$ cat config.mk
export PLATFORM = sky130hd
export DESIGN_NAME = host_bus_port_flat
export DESIGN_NICKNAME = d
export VERILOG_FILES = /design/src/rtl/host_bus_port_pkg.sv /design/src/rtl/host_bus_port_if.sv /design/src/rtl/host_bus_port_wfifo.sv /design/src/rtl/host_bus_port.sv /design/src/flat_wrapper.sv
export SDC_FILE = /design/constraint.sdc
export NUM_CORES = 1
export LEC_CHECK = 0
export BUFFER_PORTS_ARGS = -buffer_cell sky130_fd_sc_hd__buf_2
export CAP_MARGIN = 20
export CORE_MARGIN = 5
export CORE_UTILIZATION = 52
export CTS_CLUSTER_DIAMETER = 60
export DETAILED_ROUTE_END_ITERATION = 7
export PLACE_DENSITY = 0.74
export SLEW_MARGIN = 30
export SYNTH_ARGS = -nofsm -noshare
export SYNTH_HDL_FRONTEND = slang
export SYNTH_HIERARCHICAL = 1
export SYNTH_SLANG_ARGS = --single-unit
$ cat constraint.sdc
create_clock -name clk -period 4.2 [get_ports clk]
set_clock_uncertainty 0.2 [all_clocks]
set_input_delay 0.63 -clock clk [delete_from_list [all_inputs] [get_ports clk]]
set_output_delay 0.63 -clock clk [all_outputs]
set_load 0.05 [all_outputs]
$ cat src/rtl/host_bus_port_pkg.sv
// Shared definitions for the host bus front end.
// Bus polarity constants and the front-end FSM state type.
package xv;

    localparam logic CS_ENABLED  = 1'b0;
    localparam logic CS_DISABLED = 1'b1;
    localparam logic RnW_WRITE   = 1'b0;
    localparam logic RnW_READ    = 1'b1;
    localparam logic DTACK_NAK   = 1'b0;
    localparam logic DTACK_ACK   = 1'b1;

    typedef enum logic [2:0] {
        IDLE,
        WR_PUSH,
        RD_DRAIN,
        RD_WAIT,
        ACK
    } bus_state_t;

endpackage

$ cat src/rtl/host_bus_port_if.sv
// Host bus and register-side signal bundle for host_bus_port.
// master drives the bus inputs; slave is the front end itself.
interface host_bus_port_if #(
    parameter int REG_W      = 4,
    parameter int DATA_W     = 8,
    parameter int FIFO_DEPTH = 4
);
    localparam int LVL_W = $clog2(FIFO_DEPTH + 1);

    logic              bus_cs_n_i;
    logic              bus_rd_nwr_i;
    logic [REG_W-1:0]  bus_reg_num_i;
    logic              bus_bytesel_i;
    logic [DATA_W-1:0] bus_data_i;
    logic [DATA_W-1:0] bus_data_o;
    logic              bus_data_oe_o;
    logic              bus_dtack_o;
    logic              wr_valid_o;
    logic              wr_ready_i;
    logic [REG_W-1:0]  wr_reg_num_o;
    logic              wr_bytesel_o;
    logic [DATA_W-1:0] wr_data_o;
    logic              rd_req_o;
    logic [REG_W-1:0]  rd_reg_num_o;
    logic              rd_bytesel_o;
    logic              rd_valid_i;
    logic [DATA_W-1:0] rd_data_i;
    logic              rd_timeout_o;
    logic [LVL_W-1:0]  fifo_level_o;

    modport master (
        output bus_cs_n_i, bus_rd_nwr_i, bus_reg_num_i,
        output bus_bytesel_i, bus_data_i,
        output wr_ready_i, rd_valid_i, rd_data_i,
        input  bus_data_o, bus_data_oe_o, bus_dtack_o,
        input  wr_valid_o, wr_reg_num_o, wr_bytesel_o, wr_data_o,
        input  rd_req_o, rd_reg_num_o, rd_bytesel_o,
        input  rd_timeout_o, fifo_level_o
    );

    modport slave (
        input  bus_cs_n_i, bus_rd_nwr_i, bus_reg_num_i,
        input  bus_bytesel_i, bus_data_i,
        input  wr_ready_i, rd_valid_i, rd_data_i,
        output bus_data_o, bus_data_oe_o, bus_dtack_o,
        output wr_valid_o, wr_reg_num_o, wr_bytesel_o, wr_data_o,
        output rd_req_o, rd_reg_num_o, rd_bytesel_o,
        output rd_timeout_o, fifo_level_o
    );

endinterface

$ cat src/rtl/host_bus_port_wfifo.sv
// Posted-write FIFO: power-of-2 depth, first-word-fall-through head.
// A push is refused while full even if a pop lands in the same cycle.
module host_bus_wfifo #(
    parameter int WIDTH = 8,
    parameter int DEPTH = 4
) (
    input  logic                       clk,
    input  logic                       rst,
    input  logic                       push,
    input  logic [WIDTH-1:0]           wdata,
    input  logic                       pop,
    output logic [WIDTH-1:0]           rdata,
    output logic                       full,
    output logic                       empty,
    output logic [$clog2(DEPTH+1)-1:0] level
);
    localparam int PTR_W = $clog2(DEPTH);
    localparam int LVL_W = $clog2(DEPTH + 1);

    logic [WIDTH-1:0] mem [DEPTH];
    logic [PTR_W-1:0] wr_ptr;
    logic [PTR_W-1:0] rd_ptr;
    logic             do_push;
    logic             do_pop;

    assign full    = (level == LVL_W'(DEPTH));
    assign empty   = (level == '0);
    assign do_push = push && !full;
    assign do_pop  = pop && !empty;
    assign rdata   = mem[rd_ptr];

    always_ff @(posedge clk or posedge rst) begin
        if (rst) begin
            wr_ptr <= '0;
            rd_ptr <= '0;
            level  <= '0;
            for (int i = 0; i < DEPTH; i++) begin
                mem[i] <= '0;
            end
        end else begin
            if (do_push) begin
                mem[wr_ptr] <= wdata;
                wr_ptr      <= wr_ptr + 1'b1;
            end
            if (do_pop) begin
                rd_ptr <= rd_ptr + 1'b1;
            end
            if (do_push && !do_pop) begin
                level <= level + 1'b1;
            end else if (do_pop && !do_push) begin
                level <= level - 1'b1;
            end
        end
    end

endmodule

$ cat src/rtl/host_bus_port.sv
// Host bus front end: input synchronizers, posted-write FIFO,
// ordered read handshake and internally generated DTACK.
module host_bus_port
    import xv::*;
#(
    parameter int SYNC_STAGES = 2,
    parameter int REG_W       = 4,
    parameter int DATA_W      = 8,
    parameter int FIFO_DEPTH  = 4,
    parameter int RD_TIMEOUT  = 15
) (
    input  logic          clk,
    input  logic          reset_i,
    host_bus_port_if.slave bus
);
    localparam int IN_W  = 3 + REG_W + DATA_W;
    localparam int ENT_W = 1 + REG_W + DATA_W;
    localparam int LVL_W = $clog2(FIFO_DEPTH + 1);
    localparam int CNT_W = (RD_TIMEOUT > 1) ? $clog2(RD_TIMEOUT) : 1;
    localparam logic [IN_W-1:0] SYNC_RST =
        {CS_DISABLED, {(IN_W-1){1'b0}}};

    logic [IN_W-1:0]   sync_q [SYNC_STAGES];
    logic [IN_W-1:0]   bus_in;
    logic [IN_W-1:0]   bus_s;
    logic              cs_first;
    logic              cs_s;
    logic              cs_last;
    logic              rd_nwr_s;
    logic [REG_W-1:0]  reg_s;
    logic              bytesel_s;
    logic [DATA_W-1:0] data_s;
    logic              start;
    logic              cs_release;

    bus_state_t        state;
    logic [REG_W-1:0]  t_reg;
    logic              t_bytesel;
    logic [DATA_W-1:0] t_data;
    logic              dtack_q;
    logic              oe_q;
    logic [DATA_W-1:0] rdata_q;
    logic              tmo_q;
    logic [CNT_W-1:0]  cnt;
    logic              tmo_hit;

    logic              push;
    logic              pop;
    logic              full;
    logic              empty;
    logic [LVL_W-1:0]  level;
    logic [ENT_W-1:0]  head;

    assign bus_in = {bus.bus_cs_n_i, bus.bus_rd_nwr_i, bus.bus_reg_num_i,
                     bus.bus_bytesel_i, bus.bus_data_i};

    // Every stage resets to "deselected" so reset never fakes a CS edge.
    always_ff @(posedge clk or posedge reset_i) begin
        if (reset_i) begin
            for (int i = 0; i < SYNC_STAGES; i++) begin
                sync_q[i] <= SYNC_RST;
            end
            cs_last <= CS_DISABLED;
        end else begin
            sync_q[0] <= bus_in;
            for (int i = 1; i < SYNC_STAGES; i++) begin
                sync_q[i] <= sync_q[i-1];
            end
            cs_last <= cs_s;
        end
    end

    assign bus_s     = sync_q[SYNC_STAGES-1];
    assign cs_s      = bus_s[IN_W-1];
    assign rd_nwr_s  = bus_s[IN_W-2];
    assign reg_s     = bus_s[IN_W-3 -: REG_W];
    assign bytesel_s = bus_s[DATA_W];
    assign data_s    = bus_s[DATA_W-1:0];
    assign cs_first  = sync_q[0][IN_W-1];

    assign start = (state == IDLE) && (cs_last == CS_DISABLED)
                && (cs_s == CS_ENABLED);
    assign cs_release = (cs_first == CS_DISABLED);
    assign tmo_hit = (RD_TIMEOUT != 0)
                  && (cnt == CNT_W'(RD_TIMEOUT - 1));

    assign push = (state == WR_PUSH) && !cs_release && !full;
    assign pop  = !empty && bus.wr_ready_i;

    always_ff @(posedge clk or posedge reset_i) begin
        if (reset_i) begin
            state     <= IDLE;
            t_reg     <= '0;
            t_bytesel <= 1'b0;
            t_data    <= '0;
            dtack_q   <= DTACK_NAK;
            oe_q      <= 1'b0;
            rdata_q   <= '0;
            tmo_q     <= 1'b0;
            cnt       <= '0;
        end else begin
            tmo_q <= 1'b0;
            unique case (state)
                IDLE: begin
                    if (start) begin
                        t_reg     <= reg_s;
                        t_bytesel <= bytesel_s;
                        t_data    <= data_s;
                        state     <= (rd_nwr_s == RnW_WRITE) ? WR_PUSH
                                                             : RD_DRAIN;
                    end
                end
                WR_PUSH: begin
                    if (cs_release) begin
                        state <= IDLE;
                    end else if (!full) begin
                        dtack_q <= DTACK_ACK;
                        state   <= ACK;
                    end
                end
                RD_DRAIN: begin
                    if (cs_release) begin
                        state <= IDLE;
                    end else if (empty) begin
                        cnt   <= '0;
                        state <= RD_WAIT;
                    end
                end
                RD_WAIT: begin
                    if (cs_release) begin
                        state <= IDLE;
                    end else if (bus.rd_valid_i) begin
                        rdata_q <= bus.rd_data_i;
                        dtack_q <= DTACK_ACK;
                        oe_q    <= 1'b1;
                        state   <= ACK;
                    end else if (tmo_hit) begin
                        rdata_q <= '1;
                        tmo_q   <= 1'b1;
                        dtack_q <= DTACK_ACK;
                        oe_q    <= 1'b1;
                        state   <= ACK;
                    end else begin
                        cnt <= cnt + 1'b1;
                    end
                end
                ACK: begin
                    if (cs_release) begin
                        dtack_q <= DTACK_NAK;
                        oe_q    <= 1'b0;
                        state   <= IDLE;
                    end
                end
                default: state <= IDLE;
            endcase
        end
    end

    host_bus_wfifo #(
        .WIDTH (ENT_W),
        .DEPTH (FIFO_DEPTH)
    ) u_wfifo (
        .clk   (clk),
        .rst   (reset_i),
        .push  (push),
        .wdata ({t_reg, t_bytesel, t_data}),
        .pop   (pop),
        .rdata (head),
        .full  (full),
        .empty (empty),
        .level (level)
    );

    // Read request fires in the drain-exit cycle, once the last pop is done.
    assign bus.rd_req_o = (state == RD_DRAIN) && !cs_release && empty;

    assign bus.bus_data_o    = rdata_q;
    assign bus.bus_data_oe_o = oe_q;
    assign bus.bus_dtack_o   = dtack_q;
    assign bus.rd_timeout_o  = tmo_q;
    assign bus.rd_reg_num_o  = t_reg;
    assign bus.rd_bytesel_o  = t_bytesel;
    assign bus.wr_valid_o    = !empty;
    assign bus.fifo_level_o  = level;
    assign {bus.wr_reg_num_o, bus.wr_bytesel_o, bus.wr_data_o} = head;

endmodule

$ cat src/flat_wrapper.sv
// flat-port wrapper written by rule: the top's interface ports become plain ports
module host_bus_port_flat import xv::*;
#(
    parameter int SYNC_STAGES = 2,
    parameter int REG_W       = 4,
    parameter int DATA_W      = 8,
    parameter int FIFO_DEPTH  = 4,
    parameter int RD_TIMEOUT  = 15
)
  (clk, reset_i, bus_bus_cs_n_i, bus_bus_rd_nwr_i, bus_bus_reg_num_i, bus_bus_bytesel_i, bus_bus_data_i, bus_wr_ready_i, bus_rd_valid_i, bus_rd_data_i, bus_bus_data_o, bus_bus_data_oe_o, bus_bus_dtack_o, bus_wr_valid_o, bus_wr_reg_num_o, bus_wr_bytesel_o, bus_wr_data_o, bus_rd_req_o, bus_rd_reg_num_o, bus_rd_bytesel_o, bus_rd_timeout_o, bus_fifo_level_o);
  host_bus_port_if #(.REG_W(REG_W), .DATA_W(DATA_W), .FIFO_DEPTH(FIFO_DEPTH)) bus_i ();
  input  logic clk;
  input  logic reset_i;
  input wire logic [$bits(bus_i.bus_cs_n_i)-1:0] bus_bus_cs_n_i;
  input wire logic [$bits(bus_i.bus_rd_nwr_i)-1:0] bus_bus_rd_nwr_i;
  input wire logic [$bits(bus_i.bus_reg_num_i)-1:0] bus_bus_reg_num_i;
  input wire logic [$bits(bus_i.bus_bytesel_i)-1:0] bus_bus_bytesel_i;
  input wire logic [$bits(bus_i.bus_data_i)-1:0] bus_bus_data_i;
  input wire logic [$bits(bus_i.wr_ready_i)-1:0] bus_wr_ready_i;
  input wire logic [$bits(bus_i.rd_valid_i)-1:0] bus_rd_valid_i;
  input wire logic [$bits(bus_i.rd_data_i)-1:0] bus_rd_data_i;
  output wire logic [$bits(bus_i.bus_data_o)-1:0] bus_bus_data_o;
  output wire logic [$bits(bus_i.bus_data_oe_o)-1:0] bus_bus_data_oe_o;
  output wire logic [$bits(bus_i.bus_dtack_o)-1:0] bus_bus_dtack_o;
  output wire logic [$bits(bus_i.wr_valid_o)-1:0] bus_wr_valid_o;
  output wire logic [$bits(bus_i.wr_reg_num_o)-1:0] bus_wr_reg_num_o;
  output wire logic [$bits(bus_i.wr_bytesel_o)-1:0] bus_wr_bytesel_o;
  output wire logic [$bits(bus_i.wr_data_o)-1:0] bus_wr_data_o;
  output wire logic [$bits(bus_i.rd_req_o)-1:0] bus_rd_req_o;
  output wire logic [$bits(bus_i.rd_reg_num_o)-1:0] bus_rd_reg_num_o;
  output wire logic [$bits(bus_i.rd_bytesel_o)-1:0] bus_rd_bytesel_o;
  output wire logic [$bits(bus_i.rd_timeout_o)-1:0] bus_rd_timeout_o;
  output wire logic [$bits(bus_i.fifo_level_o)-1:0] bus_fifo_level_o;
  assign bus_i.bus_cs_n_i = bus_bus_cs_n_i;
  assign bus_i.bus_rd_nwr_i = bus_bus_rd_nwr_i;
  assign bus_i.bus_reg_num_i = bus_bus_reg_num_i;
  assign bus_i.bus_bytesel_i = bus_bus_bytesel_i;
  assign bus_i.bus_data_i = bus_bus_data_i;
  assign bus_i.wr_ready_i = bus_wr_ready_i;
  assign bus_i.rd_valid_i = bus_rd_valid_i;
  assign bus_i.rd_data_i = bus_rd_data_i;
  assign bus_bus_data_o = bus_i.bus_data_o;
  assign bus_bus_data_oe_o = bus_i.bus_data_oe_o;
  assign bus_bus_dtack_o = bus_i.bus_dtack_o;
  assign bus_wr_valid_o = bus_i.wr_valid_o;
  assign bus_wr_reg_num_o = bus_i.wr_reg_num_o;
  assign bus_wr_bytesel_o = bus_i.wr_bytesel_o;
  assign bus_wr_data_o = bus_i.wr_data_o;
  assign bus_rd_req_o = bus_i.rd_req_o;
  assign bus_rd_reg_num_o = bus_i.rd_reg_num_o;
  assign bus_rd_bytesel_o = bus_i.rd_bytesel_o;
  assign bus_rd_timeout_o = bus_i.rd_timeout_o;
  assign bus_fifo_level_o = bus_i.fifo_level_o;
  host_bus_port #(.SYNC_STAGES(SYNC_STAGES), .REG_W(REG_W), .DATA_W(DATA_W), .FIFO_DEPTH(FIFO_DEPTH), .RD_TIMEOUT(RD_TIMEOUT)) u_core (.clk(clk), .reset_i(reset_i), .bus(bus_i));
endmodule
======== Word level (Yosys, flattened, before mapping) ========
Cells that the tools add are included.
Widths: inputs -> output; s select.
storage, ports and cells
  register bits ........................... 121
  output and inout port bits .............. 34
  word-level logic and storage cells ...... 119
  input port bits ......................... 27
operators by class
  muxes and demuxes ....................... 39
  add/subtract/negate cells ............... 5
  eq/ne operators ......................... 19
  order comparisons ....................... 3
  bitwise operators ....................... 4
  reduce and logical (&&, ||, !) cells .... 30
operators by type and width
  kind                 number
  $bwmux 52            1
  $mux 13              3
  $mux 3               11
  $bmux 13 s2          1
  $demux 13 s2         1
  $mux 4               5
  $mux 8               2
  $pmux 3 s5           1
  $logic_and 1x1->1    12
  $ne 2x2->1 const B   6
  $reduce_and 6->1     2
  $mux 1               10
  $pmux 4 s2           1
  $reduce_bool 2->1    4
  $eq 3x2->1 const B   2
  $eq 3x3->1 const B   2
  $ge 3x3->1 const B   2
  $logic_not 3->1      2
  $ne 2x1->1 const B   3
  $ne 3x2->1 const B   2
  $not 2->3            2
  $logic_not 1->1      5
  $reduce_and 5->1     1
  $add 2x1->2 const B  2
  16 further kinds     17

======== Logic depth before layout (Yosys ltp) ========
Gate-level depths: netlist of run 1.
  depth after elaboration ................. 8
  gate-level depth with buffers ........... 11
  depth with buffers taken out ............ 10

======== Hierarchy ========
The synthesis of run 1 kept the hierarchy.
by module, submodules not included
  module          sequential area each (µm²)  area an instance (µm²)  instances  cells each
  host_bus_wfifo  1476.4                      2673.8                  1          164
  host_bus_port   1555.2                      2172.1                  1          145

======== Least setup slack after synthesis of run 1 ========
Ideal clock, no wire load.
  path kind ............................... register to output
  start ................................... reg u_core.u_wfifo.level[0]
  end ..................................... out bus_rd_req_o
  data required time ...................... 3.370 ns
  setup slack ............................. 0.813 ns
  path buffers ............................ 0
  stages on the path, launching flop included .. 4
  arrival ................................. 2.557 ns
  path through ............................ dfrtp_1 -> nor3_1 -> inv_1 -> nor3_1
between the ends
  longest elaborated chain between the ends .. 2
ends and longest elaborated chain
  what                    line                       source
  start, declared         host_bus_port_wfifo.sv:15  output logic [$clog2(DEPTH+1)-1:0] level
  start signal, assigned  host_bus_port_wfifo.sv:49  level <= level + 1'b1;
  start signal, assigned  host_bus_port_wfifo.sv:51  level <= level - 1'b1;
  $logic_not 3->1         host_bus_port_wfifo.sv:27  assign empty = (level == '0);
  net u_core.empty        host_bus_port.sv:50        logic empty;
  $logic_and 1x1->1       host_bus_port.sv:175       assign bus.rd_req_o = (state == RD_DRAIN) && !cs_release && empty;
  end, declared           flat_wrapper.sv:29         output wire logic [$bits(bus_i.rd_req_o)-1:0] bus_rd_req_o;
The timed path passes the listed nets, and every way through them passes these cells.

======== Worst setup path after layout of run 1 ========
  start ................................... reg u_core.u_wfifo.rd_ptr[0]
  end ..................................... out bus_wr_data_o[7]
between the ends
  longest elaborated chain between the ends .. 4
ends and longest elaborated chain
  what                                         line                       source
  start, declared                              host_bus_port_wfifo.sv:22  logic [PTR_W-1:0] rd_ptr;
  start signal, assigned                       host_bus_port_wfifo.sv:46  rd_ptr <= rd_ptr + 1'b1;
  $not 2->3 (implied by the code)              host_bus_port_wfifo.sv:30  assign rdata = mem[rd_ptr];
  $bmux 13 s2                                  host_bus_port_wfifo.sv:30
  $mux 13 (implied by the code) (2 in series)  host_bus_port_wfifo.sv:30
  end, declared                                flat_wrapper.sv:28         output wire logic [$bits(bus_i.wr_data_o)-1:0] bus_wr_data_o;
No other way between the ends. The select of a mux whose other input is x is not followed.

==> metrics.txt, run 1 <==
Tot Pwr=about 4.7 mW; CP max stage delay=about 0.9 ns; initial DRC count=113; GP Congestion=~0.83; Synth-to-Final Area Change=23.2%; Clk pwr share=roughly a third; Post-Syn Instances=~300; Worst slew margin=between 40% and 50%; post_cts resized=0; area of the die=around 11000 um2; Final #Nets=426; worst hold-check path type=input pin to flop; largest net degree at the start of global routing=46; WL/cell=17.6 um; post-synth cell types=43; Num CTS Buffers=17; internal power=around 3 mW; Comb pwr share=between 20 and 30%; Yosys warning count=6; initial antenna violation count=0; die height=107 um; row cnt=35; via count=2823; Post-Route Utilization=65.2%; post-CTS setup buffer count=0; top cells by area, synth=dfrtp_1, mux2_2, mux4_2, mux2_1, ha_1; Root Driver=clkbuf_8; CTS tree=built; Yosys top cell by area=dfrtp_1; number of synthesized flops with an enable pin=0; clock buffer depth=2; Net Sw Frac=around a third; Final Hold Viols=0; core footprint=9150 um2; Synthesized Nets=approximately 340; Peak Freq=0.324 GHz; Reg clk slew, reported paths=approximately 0.060 ns; Seq/Total Area, Yosys=between 60 and 70%; final setup fails=0; outcome=completed; post-synthesis instance area=around 4800 um2; post-route setup slack=approximately 1.1 ns; CTS sink cnt=between 100 and 150; drt pass-1 iters=4; NetSw=roughly 1.6 mW; crit path time final=roughly 3.1 ns; DP HPWL=~5800 um; actual slew at the worst max-slew pin=between 0.8 and 0.9 ns; ANT cells=0; critical path peak fanout=15; top_reg_cell synth=dfrtp_1; ys async rst share=100%; post-synth top area share=60.9%; Place WS=1.40 ns; I/O pins=61; Final Slew Violations=0; global route total overflow=0; Clk Latency, worst-skew pair=about 0.51 ns; Cell Pwr Density=about 800 nW/um2; number of global-route vias before repair=around 3100; htree depth=4; die width=between 100 and 150 um; Worst Path Arrival=2.26 ns; share of cells above drive strength 1=44.3%; startpoint types=flop; setup tns final=0 ns; Max-Cap Viols=0; first-pass GRT wire length=15400 um; DR vias/cell=approximately 5.5; Routed WL=~9100 um; Flop pwr share=between 30% and 40%; worst endpoint required time=around 3.4 ns; Total GRT Usage=between 10% and 20%; Synth Register Bits=121; Setup crit end kind=output port; CP Class=flop to output port; port bufs=60; crit share post-route=between 70% and 80%; worst vdd ir=0.435 mV; # DRC=0; CP cell instances=mux4_2, buf_2; post-route ant nets=0; Slowest cell on crit path=dfrtp_1; Starting Density=~53%; Lkg Pwr=roughly 2.8 nW; unrepaired setup endpoints after global routing=false; Mapped Avg Cell Area=between 15 and 20 um2
state kept, by name, indices dropped and copies added (netlist names), 2 cells and up:
register and cells:
u_core/u_wfifo/wr_ptr 2, u_core/sync_q 14, u_core/bus_s 15, u_core/bus.bus_data_o 8, u_core/u_wfifo/mem 52, u_core/bus.rd_reg_num_o 4, u_core/u_wfifo/level 3, u_core/t_data 8
u_core/cnt 4, u_core/u_wfifo/rd_ptr 2, u_core/state 3
worst max-delay path, delay by kind of cell (launching register included):
kind,cells,cell delay [ns]
flip-flops,1,0.90
multiplexers,1,0.62
buffers and inverters,1,0.23
power groups by stage:
| stage | clock, mW | sequential (mW) | combinational, mW |
|---|---|---|---|
| floorplan | 0 | 1.91 | 0.952 |
| global placement | 0 | 1.82 | 1.33 |
| detailed placement | 0 | 1.83 | 1.37 |
| CTS | 1.57 | 1.82 | 1.38 |
| global route | 1.63 | 1.88 | 1.45 |
| finish | 1.54 | 1.82 | 1.36 |
worst paths after layout:
check | start | to | slack [ns] | cells past startpoint
worst max-delay path | u_core/u_wfifo/rd_ptr[0] | bus_wr_data_o[7] | 1.11 | 2
worst min-delay path | bus_bus_reg_num_i[1] | u_core/sync_q[25] | 0.03 | 1
worst max register to register | u_core/state[0] | u_core/u_wfifo/level[2] | 1.32 | 9
worst min register to register | u_core/sync_q[18] | u_core/bus_s[3] | 0.14 | 0
max in group asynchronous | reset_i | u_core/u_wfifo/mem[27] | 2.92 | 3
min in group asynchronous | reset_i | u_core/cnt[0] | 0.05 | 2
stage by stage:
step | instances | hold WS (ns) | cell area [um2]
final | 515 | 0.0283 | 5970
after CTS | 507 | 0.0000306 | 5890
after detailed placement | 474 | 0.136 | 5250
after floorplan | 309 | 0.131 | 4850
after global placement | 474 | 0.132 | 5250
after global routing | 515 | 0.000234 | 5970
synth_stat cells, types with 2 or more instances:
master and n:
nor2_1 7, nor2b_1 2, dfrtp_1 118, inv_1 10, a21o_1 2, buf_2 5, o21ai_1 3, mux2_2 54
o211ai_1 2, nand2_1 8, o22a_1 8, nor3_1 6, xor2_1 2, ha_1 7, nand3_1 4, buf_6 3
nand2b_1 3, nand3b_1 3, a21oi_1 2, dfstp_2 3, clkbuf_1 3, o21ai_0 4, xnor2_1 4, mux2_1 15
mux4_2 13
area by class of cell:
class                   instances  area, um2
clock inverters                14        203
fillers                       642       3180
clock buffers                  18        428
flip-flops and latches        121       3030
inverters                      10       38.8
repair buffers                 76        443
multi-input cells             165       1690
well taps                     111        139
layer usage:
metal	part of all wire (%)	track usage (%)	vias to the layer above	routed length, um
met5	0	0	-	0
li1	-	-	1277	-
met1	43	22.3	1453	3890
met3	5.8	6.56	16	525
met4	1.4	6.30	0	127
met2	50	28.4	77	4510
cells by family after synthesis:
group / after synthesis / synth area share, %
DFF: 121 / 62.6
buffers and inverters: 23 / 2.66
and+or+nand+nor: 43 / 5.45
muxes: 82 / 22.1
AOI/OAI and AO/OA: 26 / 3.95
adders and majority gates: 8 / 2.22
xor gates and xnor gates: 6 / 1.08
placed cells by master, fill, tap and decap left out, types with 3 or more instances in the layout:
cell type / n
buf_2: 60
buf_4: 7
bufinv_16: 5
clkbuf_16: 16
clkinv_2: 7
clkinvlp_4: 3
dfrtp_1: 118
dfstp_2: 3
dlygate4sd3_1: 9
ha_1: 7
inv_1: 8
mux2_1: 15
mux2_2: 54
mux4_2: 13
nand2_1: 8
nand2b_1: 3
nand3_1: 4
nand3b_1: 3
nor2_1: 7
nor3_1: 6
o21ai_0: 4
o21ai_1: 3
o22a_1: 8
xnor2_1: 4
repair_timing:
action                     in CTS  in global routing
setup endpoints to repair       0                  0
hold endpoints to repair        1                  8
hold buffers                    1                  8
No activity file was read; power rests on OpenSTA's default activity.
==> run 2: changes to the inputs <==
Clock period 4.2 ns to 2.88 ns, I/O delays scaled along.
==> run 2 against run 1 <==
  * Sequential cell count did not move
  * Clock power increased by 38%
  * Sequential power rose by 42%
  * Cell area increased by 3.8%
  * First-iteration DRC count fell by 30%
==> metrics.txt, run 2 (synthesis results as in run 1) <==
global route total overflow=0 (unchanged); number of global-route vias before repair=3233 (+3.8%); Lkg Pwr=2.93 nW (+3.7%); CTS sink cnt=121 (unchanged); post-route setup slack=0.177 ns (-0.936 ns); Root Driver=clkbuf_8; htree depth=4 (unchanged); drt pass-1 iters=6 (+2); core footprint=9150 um2 (unchanged); Reg clk slew, reported paths=0.06 ns (about the same); crit share post-route=between 90 and 100%; worst hold-check path type=flop to flop; unrepaired setup endpoints after global routing=false; critical path peak fanout=5 (-10); actual slew at the worst max-slew pin=0.722 ns (-0.132 ns); Worst slew margin=51.9% (+8.8 points); Clk Latency, worst-skew pair=0.50 ns (about the same); Worst Path Arrival=2.07 ns (-0.19 ns); Peak Freq=0.370 GHz; port bufs=60 (unchanged); final setup fails=0 (unchanged); placed insts=482 (+1.7%); outcome=completed; area of the die=11300 um2 (unchanged); flop-to-flop setup slack=0.28 ns (-1.04 ns); Setup crit end kind=output port; startpoint types=flop; I/O pins=61 (unchanged); Total GRT Usage=18.5% (+0.74 points); area of the multi-input gates=1700 um2 (+0.59%); reg-to-reg endpoint=u_core/u_wfifo/level[2]; # DRC=0 (unchanged); Cell Pwr Density=1100 nW/um2 (+40%); largest net degree at the start of global routing=60 (+30%); Max-Cap Viols=0 (unchanged); die height=107 um (unchanged); Final #Nets=450 (+5.6%); GP Congestion=0.799 (-4.1%); final instance area=6190 um2 (+3.8%); Place WS=0.349 ns (-1.05 ns); DP HPWL=5900 um (+1.8%); clock buffer depth=2 (unchanged); most frequent cells in the layout=dfrtp_1, buf_2, mux2_2, dlygate4sd3_1, clkbuf_16; initial antenna violation count=0 (unchanged); share of cells above drive strength 1=44.2% (-0.15 points); CTS tree=built; Top reg by flops=u_core/u_wfifo/mem; row cnt=35 (unchanged); ANT cells=0 (unchanged); Num CTS Buffers=17 (unchanged); CP Class=flop to output port; Area after DPL=5340 um2 (+1.7%); Fill cells=609 (-5.1%); setup tns final=0 ns (unchanged); Synth-to-Final Area Change=27.8%; Finished Layout Cells=539 (+4.7%); Reg2Reg Depth=10 (+1); Final Slew Violations=0 (unchanged); commonest non-fill, non-tap cell in the layout=dfrtp_1; first-pass GRT wire length=16300 um (+5.4%); Routed WL=9550 um (+5.5%); Reg2Reg Launch Point=u_core/state[2]; Reg area=3030 um2 (unchanged); initial DRC count=79 (-30%); Starting Density=52.9% (unchanged); die width=107 um (unchanged); max reg flops=52 (unchanged); worst endpoint required time=2.25 ns (-1.12 ns); worst vdd ir=0.751 mV (+72%); CP endpoint=bus_rd_req_o; DR vias/cell=5.37 (-2.0%); via count=2895 (+2.6%); post-CTS setup buffer count=0 (unchanged); crit path time final=~2.7 ns; post-route ant nets=0 (unchanged); WL/cell=17.7 um (+0.83%); worst setup path startpoint=u_core/u_wfifo/level[0]; Final Hold Viols=0 (unchanged)
[run 2: cell count changes in the layout (fill, tap and decap cells not counted)]
cell	change
buf_12	+2
buf_4	+6
bufinv_16	-2
clkbuf_8	+2
clkinv_2	-2
dlygate4sd3_1	+16
inv_2	+1
inv_6	+1
nor3_1	-2
nor3_2	+2
[run 2: power by group]
part / total, mW / switching [mW] / internal [mW] / leakage (nW)
logic: 2.14 / 1.30 / 0.842 / 1.12
clock network: 2.12 / 0.734 / 1.38 / 0.293
registers: 2.59 / 0.395 / 2.19 / 1.52
total: 6.84 / 2.43 / 4.41 / 2.93
[run 2: worst min-delay path by stage]
stage	depth (start not counted)	from	slack, ns	end
floorplan	0	u_core/sync_q[15]	0.13	u_core/bus_s[0]
global placement	0	u_core/sync_q[28]	0.13	u_core/bus_s[13]
detailed placement	0	u_core/sync_q[28]	0.14	u_core/bus_s[13]
CTS	0	u_core/sync_q[19]	0.15	u_core/bus_s[4]
global route	0	u_core/sync_q[25]	0.15	u_core/bus_s[10]
finish	0	u_core/sync_q[18]	0.15	u_core/bus_s[3]
[run 2: final cells by class]
class,count,area share (%)
tap,111,2.24
multi-input combinational,165,27.4
timing repair buffer,100,11.1
inverter,10,0.606
clock inverter,12,2.36
sequential,121,48.9
clock buffer,20,7.35
[run 2: through the flow]
step	total power [mW]	hold slack [ns]	util, %
2_1_floorplan	4.18	0.131	-
3_3_place_gp	4.63	0.133	58.3
3_5_place_dp	4.71	0.136	58.3
4_1_cts	6.90	0.149	67.6
5_1_grt	7.18	0.151	67.7
6_report	6.84	0.146	67.7
[run 2: metal layers]
layer  track usage, %  up-vias  routed length [um]
met3             5.65        8                 445
met2             31.1       71                4920
met1             23.4     1495                4110
met5                0        -                   0
li1                 -     1321                   -
met4             4.84        0                  80
[run 2: worst max-delay path, cell delays in order (launching register included)]
cell and delay, ns:
dfrtp_1 0.48, nor3_2 0.36, inv_1 0.14, nor3_2 0.26, buf_2 0.32
[run 2: timing repair]
item / in CTS / in global routing
hold buffers: 25 / 0
setup endpoints to repair: 0 / 1
resized for setup: 0 / 1
hold endpoints to repair: 105 / 0
==> run 3: changes to the inputs <==
Settings changed: PLACE_DENSITY 0.74 to 0.77.
Clock period 2.88 ns to 2.3 ns, I/O delays scaled along.
==> run 3 against run 2 <==
  * The run now ends with setup timing left
  * Wire length up 2.3%
  * Sequential power grew 24%
  * Via count rose by 3.0%
  * Largest power group unchanged
  * Critical path type unchanged
  * Highest routed layer unchanged
==> metrics.txt, run 3 (synthesis results as in run 1) <==
Reg area=3040 um2 (+0.16%); Hold Path Depth=4 (+4); Reg2Reg Launch Point=u_core/u_wfifo/level[0]; critical path peak fanout=2 (-3); final setup fails=1 (+1); unrepaired setup endpoints after global routing=true; Worst Path Arrival=1.76 ns (-0.31 ns); max reg flops=52 (unchanged); Cell Pwr Density=1430 nW/um2 (+29%); Top reg by flops=u_core/u_wfifo/mem; initial antenna violation count=0 (unchanged); number of global-route vias before repair=3411 (+5.5%); CTS tree=built; Lkg Pwr=3.12 nW (+6.4%); wl on met1=4010 um (-2.4%); global route total overflow=0 (unchanged); initial DRC count=114 (+44%); WL met2=5180 um (+5.3%); Peak Freq=0.433 GHz; CP Class=flop to output port; crit share post-route=100%; Synth-to-Final Area Change=36.6%; clock buffer depth=2 (unchanged); Final #Nets=475 (+5.6%); crit path time final=roughly 2.3 ns; WL/cell=17.3 um (-2.2%); I/O pins=61 (unchanged); startpoint types=flop; port bufs=60 (unchanged); commonest non-fill, non-tap cell in the layout=dfrtp_1; placed insts=492 (+2.1%); metal3 WL=448 um (+0.67%); post-route ant nets=0 (unchanged); reg-to-reg endpoint=u_core/u_wfifo/level[1]; worst vdd ir=0.790 mV (+5.2%); hold endpoint=u_core/u_wfifo/rd_ptr[1]; DP HPWL=6210 um (+5.2%); share of cells above drive strength 1=49.7% (+5.5 points); Num CTS Buffers=17 (unchanged); Setup crit end kind=output port; largest net degree at the start of global routing=51 (-15%); worst hold-check path type=input pin to flop; Starting Density=52.9% (unchanged); CTS sink cnt=121 (unchanged); worst endpoint required time=1.75 ns (-0.50 ns); flop-to-flop setup slack=0.06 ns (-0.22 ns); drt pass-1 iters=4 (-2); Final Hold Viols=0 (unchanged); htree depth=4 (unchanged); row cnt=35 (unchanged); post-route setup slack=-0.00969 ns (-0.186 ns); final instance area=6620 um2 (+6.9%); failing checks=setup timing; ANT cells=0 (unchanged); outcome=finished with violations; DR vias/cell=5.29 (-1.6%); first-pass GRT wire length=16800 um (+3.3%); Routed WL=9780 um (+2.3%); # DRC=0 (unchanged); Root Driver=clkbuf_8; highest metal used=met4; Max-Cap Viols=0 (unchanged); Reg clk slew, reported paths=0.06 ns (about the same); Worst slew margin=51.7% (-0.12 points); Finished Layout Cells=564 (+4.6%); Total GRT Usage=19.3% (+0.79 points); GP Congestion=0.775 (-3.1%); Reg2Reg Depth=7 (-3); Area after DPL=5430 um2 (+1.7%); Post-Route Utilization=72.3% (+4.6 points); Final Slew Violations=0 (unchanged); die width=107 um (unchanged); area of the multi-input gates=1730 um2 (+2.2%); via count=2981 (+3.0%); core footprint=9150 um2 (unchanged); Clk Latency, worst-skew pair=0.51 ns (about the same); most frequent cells in the layout=dfrtp_1, mux2_2, buf_2, buf_4, dlygate4sd3_1; critical hold path startpoint=bus_wr_ready_i; actual slew at the worst max-slew pin=0.723 ns (+0.000816 ns); setup tns final=-0.00969 ns (-0.00969 ns); Tot Pwr=9.46 mW (+38%); Fill cells=573 (-5.9%); worst setup path startpoint=u_core/state[2]; die height=107 um (unchanged); area of the die=11300 um2 (unchanged)
==> run 3: stage by stage <==
stage	setup WS [ns]	hold WS (ns)
after floorplan	-0.0832	0.131
after global placement	0.0928	0.129
after detailed placement	0.00894	0.134
after CTS	-0.0831	0.0952
after global routing	-0.0830	0.0993
final	-0.00969	0.101
==> run 3: what timing repair did <==
action,in CTS,in global routing
hold buffers,25,0
gates resized for setup,34,5
endpoints found under the setup margin,16,16
cloned,0,0
setup buffers,7,8
hold endpoints to repair,117,0
pin swaps,2,7
==> run 3: how the worst max path moves through the flow <==
stage	endpoint	slack, ns	depth (start not counted)
4_1_cts	bus_rd_req_o	-0.08	4
6_report	bus_rd_req_o	-0.01	4
2_1_floorplan	u_core/u_wfifo/level[1]	-0.08	7
5_1_grt	bus_wr_reg_num_o[3]	-0.08	3
3_3_place_gp	u_core/u_wfifo/level[2]	0.09	9
3_5_place_dp	u_core/u_wfifo/level[2]	0.009	9
==> run 3: worst max-delay path, stage by stage, from the launching register on <==
cell     delay (ns)
dfrtp_1        0.41
buf_6          0.13
or3b_4         0.38
nor3_4         0.15
buf_6          0.18
==> run 3: area by class of cell <==
class | instances | area share (%)
Inverter | 10 | 0.567
Sequential cell | 121 | 45.9
Multi-Input combinational cell | 165 | 26.2
Tap cell | 111 | 2.10
Timing Repair Buffer | 125 | 14.7
Clock inverter | 13 | 3.95
Clock buffer | 19 | 6.67
==> run 3: power breakdown <==
group | leakage, nW | internal [mW] | total (mW) | switching (mW)
logic | 1.26 | 1.38 | 3.12 | 1.74
clock network | 0.340 | 2.16 | 3.13 | 0.964
registers | 1.52 | 2.75 | 3.21 | 0.461
==> run 3: per-layer routing <==
metal	track usage, %	up-vias
li1	-	1374
met1	23.7	1521
met2	32.4	74
met3	5.22	12
met4	7.58	0
met5	0	-
